## config.mk

```make
export PLATFORM = sky130hd
export DESIGN_NAME = i_loader_flat
export DESIGN_NICKNAME = d
export VERILOG_FILES = /design/src/rtl/i_loader_pkg.sv /design/src/rtl/i_loader_if.sv /design/src/rtl/i_loader_timer.sv /design/src/rtl/i_loader.sv /design/src/flat_wrapper.sv
export SDC_FILE = /design/constraint.sdc
export NUM_CORES = 1
export LEC_CHECK = 0
export BUFFER_PORTS_ARGS = -buffer_cell sky130_fd_sc_hd__buf_2
export CAP_MARGIN = 25
export CORE_MARGIN = 4
export CORE_UTILIZATION = 45
export CTS_CLUSTER_SIZE = 24
export DETAILED_ROUTE_END_ITERATION = 8
export HOLD_SLACK_MARGIN = 0.08
export PLACE_DENSITY = 0.7
export SLEW_MARGIN = 30
export SYNTH_ARGS = -nofsm -noshare
export SYNTH_HDL_FRONTEND = slang
export SYNTH_SLANG_ARGS = --single-unit
```

## constraint.sdc

```tcl
create_clock -name clk -period 3.14 [get_ports clk]
set_input_delay 0.628 -clock clk [delete_from_list [all_inputs] [get_ports clk]]
set_output_delay 0.628 -clock clk [all_outputs]
set_load 0.05 [all_outputs]
```

## src/rtl/i_loader_pkg.sv

```systemverilog
// Shared types and constants for the serial program loader.
// Frame: sync, length (hi/lo), payload, checksum.
package i_loader_pkg;

  localparam logic [7:0] SYNC_BYTE = 8'hA5;

  localparam int BYTE_W = 8;
  localparam int LEN_W  = 16;
  localparam int IDX_W  = 16;
  localparam int SUM_W  = 8;

  typedef enum logic [2:0] {
    IDLE,
    LEN_HI,
    LEN_LO,
    DATA,
    CSUM,
    DONE,
    ERR
  } state_t;

  function automatic logic is_busy(input state_t s);
    return s inside {LEN_HI, LEN_LO, DATA, CSUM};
  endfunction

  // States in which a sync byte may start a new frame
  function automatic logic is_rest(input state_t s);
    return s inside {IDLE, DONE, ERR};
  endfunction

endpackage

```

## src/rtl/i_loader_if.sv

```systemverilog
// Byte stream from the UART receiver plus the
// instruction memory write port driven by the loader.
interface i_loader_if #(
  parameter int addr_width = 16
) ();
  import i_loader_pkg::*;

  logic [BYTE_W-1:0]     rx_data;
  logic                  rx_valid;
  logic [addr_width-1:0] w_addr;
  logic [BYTE_W-1:0]     din;
  logic                  w_en;

  modport master (
    input  rx_data,
    input  rx_valid,
    output w_addr,
    output din,
    output w_en
  );

  modport slave (
    output rx_data,
    output rx_valid,
    input  w_addr,
    input  din,
    input  w_en
  );

endinterface

```

## src/rtl/i_loader_timer.sv

```systemverilog
// Inter-byte timeout counter: counts idle cycles while
// running, flags the cycle in which the limit is reached.
module i_loader_timer #(
  parameter int timeout_cycles = 1000000
) (
  input  logic clk,
  input  logic rst,
  input  logic clear,
  input  logic run,
  output logic expired
);

  localparam int CW =
    (timeout_cycles > 2) ? $clog2(timeout_cycles) : 1;
  localparam logic [CW-1:0] LAST =
    CW'(timeout_cycles - 2);

  logic [CW-1:0] cnt_q;

  // The count steps to timeout_cycles-1 on this edge
  assign expired = run && (cnt_q == LAST);

  always_ff @(posedge clk) begin
    if (rst || clear || !run) begin
      cnt_q <= '0;
    end else begin
      cnt_q <= cnt_q + CW'(1);
    end
  end

endmodule

```

## src/rtl/i_loader.sv

```systemverilog
// Serial program loader: parses framed images from the UART,
// writes the payload to instruction memory, gates CPU reset.
module i_loader
  import i_loader_pkg::*;
#(
  parameter int                    addr_width     = 16,
  parameter int                    data_width     = 8,
  parameter logic [addr_width-1:0] base_addr      = '0,
  parameter int                    timeout_cycles = 1000000
) (
  input  logic       clk,
  input  logic       rst,
  i_loader_if.master bus,
  output logic       cpu_rst,
  output logic       busy,
  output logic       done,
  output logic       error
);

  state_t state_q;
  state_t state_d;

  logic [LEN_W-1:0]      len_q;
  logic [LEN_W-1:0]      len_full;
  logic [IDX_W-1:0]      idx_q;
  logic [data_width-1:0] sum_q;
  logic [data_width-1:0] sum_nx;

  logic sync_hit;
  logic last_byte;
  logic expired;
  logic run;
  logic clear;

  logic [addr_width-1:0] w_addr_q;
  logic [addr_width-1:0] w_addr_d;
  logic [data_width-1:0] din_q;
  logic [data_width-1:0] din_d;
  logic                  w_en_q;
  logic                  w_en_d;
  logic                  cpu_rst_q;
  logic                  cpu_rst_d;
  logic                  busy_q;
  logic                  busy_d;
  logic                  done_q;
  logic                  done_d;
  logic                  error_q;
  logic                  error_d;

  assign len_full  = {len_q[LEN_W-1:8], bus.rx_data};
  assign last_byte = idx_q == (len_q - LEN_W'(1));
  assign sum_nx    = sum_q + bus.rx_data;
  assign sync_hit  = bus.rx_valid
                  && (bus.rx_data == SYNC_BYTE);

  assign run   = is_busy(state_q);
  assign clear = bus.rx_valid || (state_d != state_q);

  i_loader_timer #(
    .timeout_cycles(timeout_cycles)
  ) u_timer (
    .clk    (clk),
    .rst    (rst),
    .clear  (clear),
    .run    (run),
    .expired(expired)
  );

  always_ff @(posedge clk) begin
    if (rst) begin
      state_q   <= IDLE;
      w_addr_q  <= '0;
      din_q     <= '0;
      w_en_q    <= 1'b0;
      cpu_rst_q <= 1'b1;
      busy_q    <= 1'b0;
      done_q    <= 1'b0;
      error_q   <= 1'b0;
    end else begin
      state_q   <= state_d;
      w_addr_q  <= w_addr_d;
      din_q     <= din_d;
      w_en_q    <= w_en_d;
      cpu_rst_q <= cpu_rst_d;
      busy_q    <= busy_d;
      done_q    <= done_d;
      error_q   <= error_d;
    end
  end

  // A byte always beats a timeout landing in the same cycle
  always_comb begin
    state_d = state_q;
    if (bus.rx_valid) begin
      unique case (state_q)
        IDLE, DONE, ERR: begin
          if (sync_hit) state_d = LEN_HI;
        end
        LEN_HI: state_d = LEN_LO;
        LEN_LO: begin
          state_d = (len_full == '0) ? CSUM : DATA;
        end
        DATA: begin
          if (last_byte) state_d = CSUM;
        end
        CSUM: begin
          state_d = (sum_nx == '0) ? DONE : ERR;
        end
        default: state_d = IDLE;
      endcase
    end else if (expired) begin
      state_d = ERR;
    end
  end

  always_comb begin
    busy_d    = is_busy(state_d);
    done_d    = state_d == DONE;
    error_d   = state_d == ERR;
    cpu_rst_d = state_d != DONE;
    w_en_d    = bus.rx_valid && (state_q == DATA);
    w_addr_d  = w_addr_q;
    din_d     = din_q;
    if (w_en_d) begin
      w_addr_d = base_addr + addr_width'(idx_q);
      din_d    = bus.rx_data;
    end
  end

  always_ff @(posedge clk) begin
    if (rst) begin
      len_q <= '0;
      idx_q <= '0;
      sum_q <= '0;
    end else if (bus.rx_valid) begin
      unique case (1'b1)
        is_rest(state_q) && sync_hit: begin
          idx_q <= '0;
          sum_q <= '0;
        end
        state_q == LEN_HI: begin
          len_q[LEN_W-1:8] <= bus.rx_data;
        end
        state_q == LEN_LO: begin
          len_q[7:0] <= bus.rx_data;
        end
        state_q == DATA: begin
          sum_q <= sum_nx;
          idx_q <= idx_q + IDX_W'(1);
        end
        default: ;
      endcase
    end
  end

  assign bus.w_addr = w_addr_q;
  assign bus.din    = din_q;
  assign bus.w_en   = w_en_q;
  assign cpu_rst    = cpu_rst_q;
  assign busy       = busy_q;
  assign done       = done_q;
  assign error      = error_q;

endmodule

```

## src/flat_wrapper.sv

```systemverilog
// flat-port wrapper written by rule: the top's interface ports become plain ports
module i_loader_flat import i_loader_pkg::*;
#(
  parameter int                    addr_width     = 16,
  parameter int                    data_width     = 8,
  parameter logic [addr_width-1:0] base_addr      = '0,
  parameter int                    timeout_cycles = 1000000
)
  (clk, rst, cpu_rst, busy, done, error, bus_rx_data, bus_rx_valid, bus_w_addr, bus_din, bus_w_en);
  i_loader_if #(.addr_width(addr_width)) bus_i ();
  input  logic clk;
  input  logic rst;
  output logic cpu_rst;
  output logic busy;
  output logic done;
  output logic error;
  input wire logic [$bits(bus_i.rx_data)-1:0] bus_rx_data;
  input wire logic [$bits(bus_i.rx_valid)-1:0] bus_rx_valid;
  output wire logic [$bits(bus_i.w_addr)-1:0] bus_w_addr;
  output wire logic [$bits(bus_i.din)-1:0] bus_din;
  output wire logic [$bits(bus_i.w_en)-1:0] bus_w_en;
  assign bus_i.rx_data = bus_rx_data;
  assign bus_i.rx_valid = bus_rx_valid;
  assign bus_w_addr = bus_i.w_addr;
  assign bus_din = bus_i.din;
  assign bus_w_en = bus_i.w_en;
  i_loader #(.addr_width(addr_width), .data_width(data_width), .base_addr(base_addr), .timeout_cycles(timeout_cycles)) u_core (.clk(clk), .rst(rst), .bus(bus_i), .cpu_rst(cpu_rst), .busy(busy), .done(done), .error(error));
endmodule
```

After elaboration in Yosys (flattened, before gate mapping)
Index checks and enable logic that the tools add are counted.
{"block": "classes", "shifts": 0, "n_mul": 0, "reduce_logical": 19, "n_addsub": 4, "order_cmp": 0, "bitwise": 0, "mux": 9, "div": 0, "eq_ne": 17}
{"cell": "$pmux W16 S2", "count": 1}
{"cell": "$add A20 B1 Y20 const B", "count": 1}
{"cell": "$eq A20 B20 Y1 const B", "count": 1}
{"cell": "$eq A3 B3 Y1 const B", "count": 6}
{"cell": "$add A16 B1 Y16 const B", "count": 1}
{"cell": "$eq A16 B16 Y1", "count": 1}
{"cell": "$logic_not A16 Y1", "count": 1}
{"cell": "$pmux W8 S2", "count": 1}
{"cell": "$sub A16 B1 Y16 const B", "count": 1}
{"cell": "$mux W3", "count": 5}
{"cell": "$pmux W3 S5", "count": 1}
{"cell": "$eq A3 B2 Y1 const B", "count": 4}
{"cell": "$add A8 B8 Y8", "count": 1}
{"cell": "$eq A8 B8 Y1 const B", "count": 1}
{"cell": "$logic_not A8 Y1", "count": 1}
{"cell": "$reduce_bool A4 Y1", "count": 2}
{"cell": "$eq A3 B1 Y1 const B", "count": 2}
{"cell": "$reduce_and A2 Y1", "count": 3}
{"cell": "$logic_and A1 B1 Y1", "count": 4}
{"cell": "$logic_not A3 Y1", "count": 1}
{"cell": "$logic_or A1 B1 Y1", "count": 3}
{"cell": "$ne A3 B3 Y1", "count": 1}
{"cell": "$ne A3 B3 Y1 const B", "count": 1}
{"cell": "$reduce_bool A3 Y1", "count": 1}
{"cell": "4 further kinds", "count": 4}
{"block": "word_totals", "ramBits": 0, "output_inout_bits": 29, "ff_bits": 92, "word_cells": 62, "romBits": 0, "n_memories": 0, "latchBits": 0, "in_bits": 11}

Logic depth before layout (Yosys ltp)
{"block": "logic_depth", "depth_word": 9, "mapped_depth": 12, "mapped_depth_nobuf": 11}

Hierarchy
Synthesis repeated with hierarchy kept, for this count alone.
{"block": "unflattened", "hier_cells": 566, "hier_area_um2": 4630.7}
{"module": "i_loader", "area_per_inst_um2": 3693.5, "seq_area_each_um2": 1441.4, "instances": 1, "cells_per_inst": 463}
{"module": "i_loader_timer", "area_per_inst_um2": 937.1, "seq_area_each_um2": 400.4, "instances": 1, "cells_per_inst": 103}

Worst setup path before layout
OpenSTA, ideal clock, no wires.
{"block": "synth_path", "path_kind": "input -> register", "from": "in bus_rx_data[3]", "to": "reg u_core.busy_q (netlist: u_core.busy)", "t_arrival_ns": 2.730, "setup_time_ns": 0.121, "n_path_buf": 0, "required_time_ns": 3.019, "setup_slack_ns": 0.290, "cell_stages": 9, "path_cell_list": "ha_1 or2_2 o211a_1 o311ai_0 nor3_1 a311oi_1 o32ai_1 o21ai_0 mux2_2"}
{"block": "synth_between", "elab_chain_len": 7}
{"element": "start: declaration", "line_no": "flat_wrapper.sv:17", "text": "input wire logic [$bits(bus_i.rx_data)-1:0] bus_rx_data;"}
{"element": "$add A8 B8 Y8 / $eq A8 B8 Y1 (equally long branches)", "line_no": "i_loader.sv:52, i_loader.sv:54"}
{"element": "$logic_not A8 Y1 / $logic_and A1 B1 Y1 (equally long branches)", "line_no": "i_loader.sv:107, i_loader.sv:54"}
{"element": "$mux W2 / $mux W3 (equally long branches)", "line_no": "i_loader.sv:107, i_loader.sv:97"}
{"element": "$pmux W3 S5 *", "line_no": "i_loader.sv:95", "text": "unique case (state_q)"}
{"element": "$mux W3 *", "line_no": "i_loader.sv:94", "text": "if (bus.rx_valid) begin"}
{"element": "$eq A3 B1 Y1 (tied with other cells)", "line_no": "i_loader_pkg.sv:23", "text": "return s inside {LEN_HI, LEN_LO, DATA, CSUM};"}
{"element": "$reduce_bool A4 Y1 *", "line_no": "i_loader_pkg.sv:23"}
{"element": "end signal: assignment", "line_no": "i_loader.sv:85", "text": "busy_q <= busy_d;"}
{"element": "end: declaration", "line_no": "i_loader.sv:43", "text": "logic busy_q;"}
Every way passes the cells marked *; elsewhere a longest branch is shown, timed or not.
A chain may end at the register's enable or synchronous reset.

Worst setup path after layout
{"block": "layout_path", "from": "in bus_rx_data[0]", "to": "reg u_core.busy_q (netlist: u_core.busy)"}
Same word-level chain as after synthesis.

==> impl_metrics.toml <==
[status]
run_status = "finished clean"

[clock_network]
clkSinkCount = 92
worst_setup_hold_path_clk_slew_ns = 0.09
worstSkewPairLatency_ns = 0.37
cts_tree = "built"
cts_max_path_buffers = 2
cts.root.buffer_cell = "clkbuf_8"
h-tree-depth = 3
post_cts.repair.setup_buffers = 0
ctsHoldBuffers = 0
numCtsBuffers = 9
cts.repair.resized = 0

[timing]
worst_slew_pin_slew_ns = 0.866
fin_crit_sh_pct = 93.1
report.final.setup_viol = 0
final_critical_path_setup_slack_ns = 0.216
rsz_0062_raised_after_global_routing = "false"
final_slew_viol_count = 0
max_slew_margin_pct = 42.0
final.setup_skew_ns = 0.0114
max_freq_mhz = 342
finalWorstPathRequiredPeriod_ns = 2.92
finalHoldViolations = 0
fin_setup_tns_ns = 0

[pwr]
power_leakage_nw = 1.97
power_w = 0.00210
power_density_nw_per_um2 = 405
power.ir.vdd_worst_uv = 264

[die]
floorplan.die.width_um = 110
dieArea_um2 = 12000
floorplan.io_pins = 40
design.core.area_um2 = 9910
initial_standard_cell_utilization_of_the_core_pct = 46.9
fp.dieH_um = 110
floorplan_row_count = 36

[worst_setup_path]
critical_path.top_delay_family = "simple AND/OR/NAND/NOR gates"
worst_path_max_delay_cell = "nor4_1"
crit_chain = "buf_2 -> ha_1 -> inv_1 -> fa_1 -> nor2b_1 -> o21ai_0 -> xnor2_1 -> nor4_1 -> buf_4 -> a31oi_1 -> a2bb2oi_1 -> o21ai_0 -> mux2_2"
critical_path.endpoint_type = "flop"
start_kind = "primary input"
slowest_stage_delay_on_critical_path_ns = 0.40
critical_path_fanouts_max = 3
critPathArrivalTime_ns = 3.18
worst_ep_required_time_ns = 3.40
timing_worst_setup_path_type = "primary input to flop"
timing.critical_path.mode_cell = "o21ai_0"
rrSetupSlack_ns = 0.23
worstPathBufferInverterCount = 3

[routing]
post-route-drc-count = 0
final_antenna_net_count = 0
vias_per_cell = 5.40
dr_total_vias = 4047
totalWireLength_mm = 10.7
average_detailed_routed_wire_length_per_instance_um = 14.3
dr.first_iter.drc_count = 297
drtPass1Iterations = 5

[synthesis]
post_synth_design_cell_area_um2 = 4650
synth_cell_type_count = 64
number_of_synthesized_flops_with_an_enable_pin = 0
ys_ff_latch = 92
yosys_warnings = 0
synth_top_flop_cell = "dfxtp_1"
synth_seq_area_share_pct = 39.6
netlist_instances = 572
synthesis.area_per_instance_um2 = 8.13
syn_nets = 595
asyncSetResetFlopFracSynth_pct = 0

[global_route]
grt_remaining_overflow = 0
grt_max_degree = 58
antenna_violations_before_repair = 0
grt_pass1_vias = 3907
groute.usage.overall_pct = 19.2
grt_pass1_wl_mm = 18.4

[place]
place_worst_setup_slack_ns = -0.0923
routability_congestion_estimate = 0.890
detailedPlacementHpwl_mm = 7.78
place.port_buffers = 39
placedCellCount = 733

[final_layout]
layout-drive-gt1-share_pct = 15.1
instances_no_fill = 749
nets = 634
num_antenna_cells = 0
flow.area_growth_from_synthesis_pct = 11.8
final_cell_mix = "dfxtp_1, nand2_1, nor2_1"
layout.core_utilization_pct = 52.5
final_common_cell = "dfxtp_1"

[run]
max_capacitance_violation_count = 0

[min_path]
min_path_type = "flop to flop"
## layout make-up
class,count,area (µm²)
clock buffers,9,124
clock inverters,7,51.3
fillers,970,4710
inverters,11,41.3
multi-input cells,440,2650
flip-flops and latches,92,1840
well taps,133,166
repair buffers,57,330
## registers in the layout, summed over array words and instances (netlist names)
| name | cells |
|---|---|
| u_core.bus.din | 8 |
| u_core.bus.w_addr | 16 |
| u_core.bus.w_en | 1 |
| u_core.busy | 1 |
| u_core.cpu_rst | 1 |
| u_core.done | 1 |
| u_core.error | 1 |
| u_core.idx_q | 16 |
| u_core.len_q | 16 |
| u_core.state_q | 3 |
| u_core.sum_q | 8 |
| u_core.u_timer.cnt_q | 20 |
## worst reg2reg max path: cells and delay by family (launching register included)
family / cells / cell delay (ns)
and+or+nand+nor: 2 / 0.61
adders and majority gates: 2 / 0.57
AOI/OAI and AO/OA: 4 / 0.50
xor gates and xnor gates: 1 / 0.17
muxes: 1 / 0.35
buffers and inverters: 2 / 0.24
DFF: 1 / 0.35
## layer usage
metal	vias to the layer above	global-route usage [%]	wire length, µm
met1	1917	23.6	4840
met5	-	0	0
li1	2044	-	-
met3	12	5.17	553
met4	0	5.79	178
met2	74	32.7	5180
## synthesized netlist by cell type (4+ instances only)
master / n / area, µm²
or3_1: 7 / 43.8
nand2_1: 85 / 319
ha_1: 11 / 138
a22oi_1: 8 / 60.1
nor2b_1: 6 / 37.5
mux2i_1: 10 / 100
or2_2: 5 / 31.3
a21oi_1: 46 / 230
clkbuf_1: 21 / 78.8
nor4_1: 9 / 56.3
and3_1: 9 / 56.3
xnor2_1: 22 / 193
xor2_1: 33 / 289
inv_1: 11 / 41.3
dfxtp_1: 92 / 1840
buf_2: 5 / 25.0
o21a_1: 4 / 30.0
nor2_1: 77 / 289
nand2b_1: 4 / 25.0
o21ai_0: 15 / 75.1
nor3_1: 13 / 65.1
nand4_1: 4 / 25.0
nand3_1: 23 / 115
## cell families (layout without fill, tap and decap cells)
family,after synthesis,after routing,share of synthesized area [%]
AND/OR/NAND/NOR,265,265,27.5
AO/OA/AOI/OAI,95,95,12.6
flip-flops,92,92,39.6
XOR/XNOR,55,55,10.4
buffers and inverters,40,84,3.63
multiplexers,13,13,2.88
adder cells (fa/ha/maj),12,12,3.39
## per-stage QoR
step,hold WS [ns],instance area (µm²)
after detailed placement,0.445,5020
after global routing,0.476,5200
after CTS,0.458,5200
after floorplan,0.441,4650
final,0.454,5200
after global placement,0.440,5020
## worst paths after layout
kind | startpoint | to | depth (start not counted)
max reg2reg | u_core.sum_q[0]$_SDFFE_PP0P_ | u_core.busy$_SDFF_PP0_ | 12
min reg2reg | u_core.bus.din[2]$_SDFFE_PP0P_ | u_core.bus.din[2]$_SDFFE_PP0P_ | 2
max | bus_rx_data[0] | u_core.busy$_SDFF_PP0_ | 13
min | u_core.bus.din[2]$_SDFFE_PP0P_ | u_core.bus.din[2]$_SDFFE_PP0P_ | 2
## where the power goes
| part | internal [W] | leakage [nW] | switching (W) |
|---|---|---|---|
| clock network | 0.000291 | 0.0860 | 0.000428 |
| logic | 0.0000812 | 1.14 | 0.000116 |
| registers | 0.00117 | 0.742 | 0.0000133 |
Power figures use the tool's default switching activity.
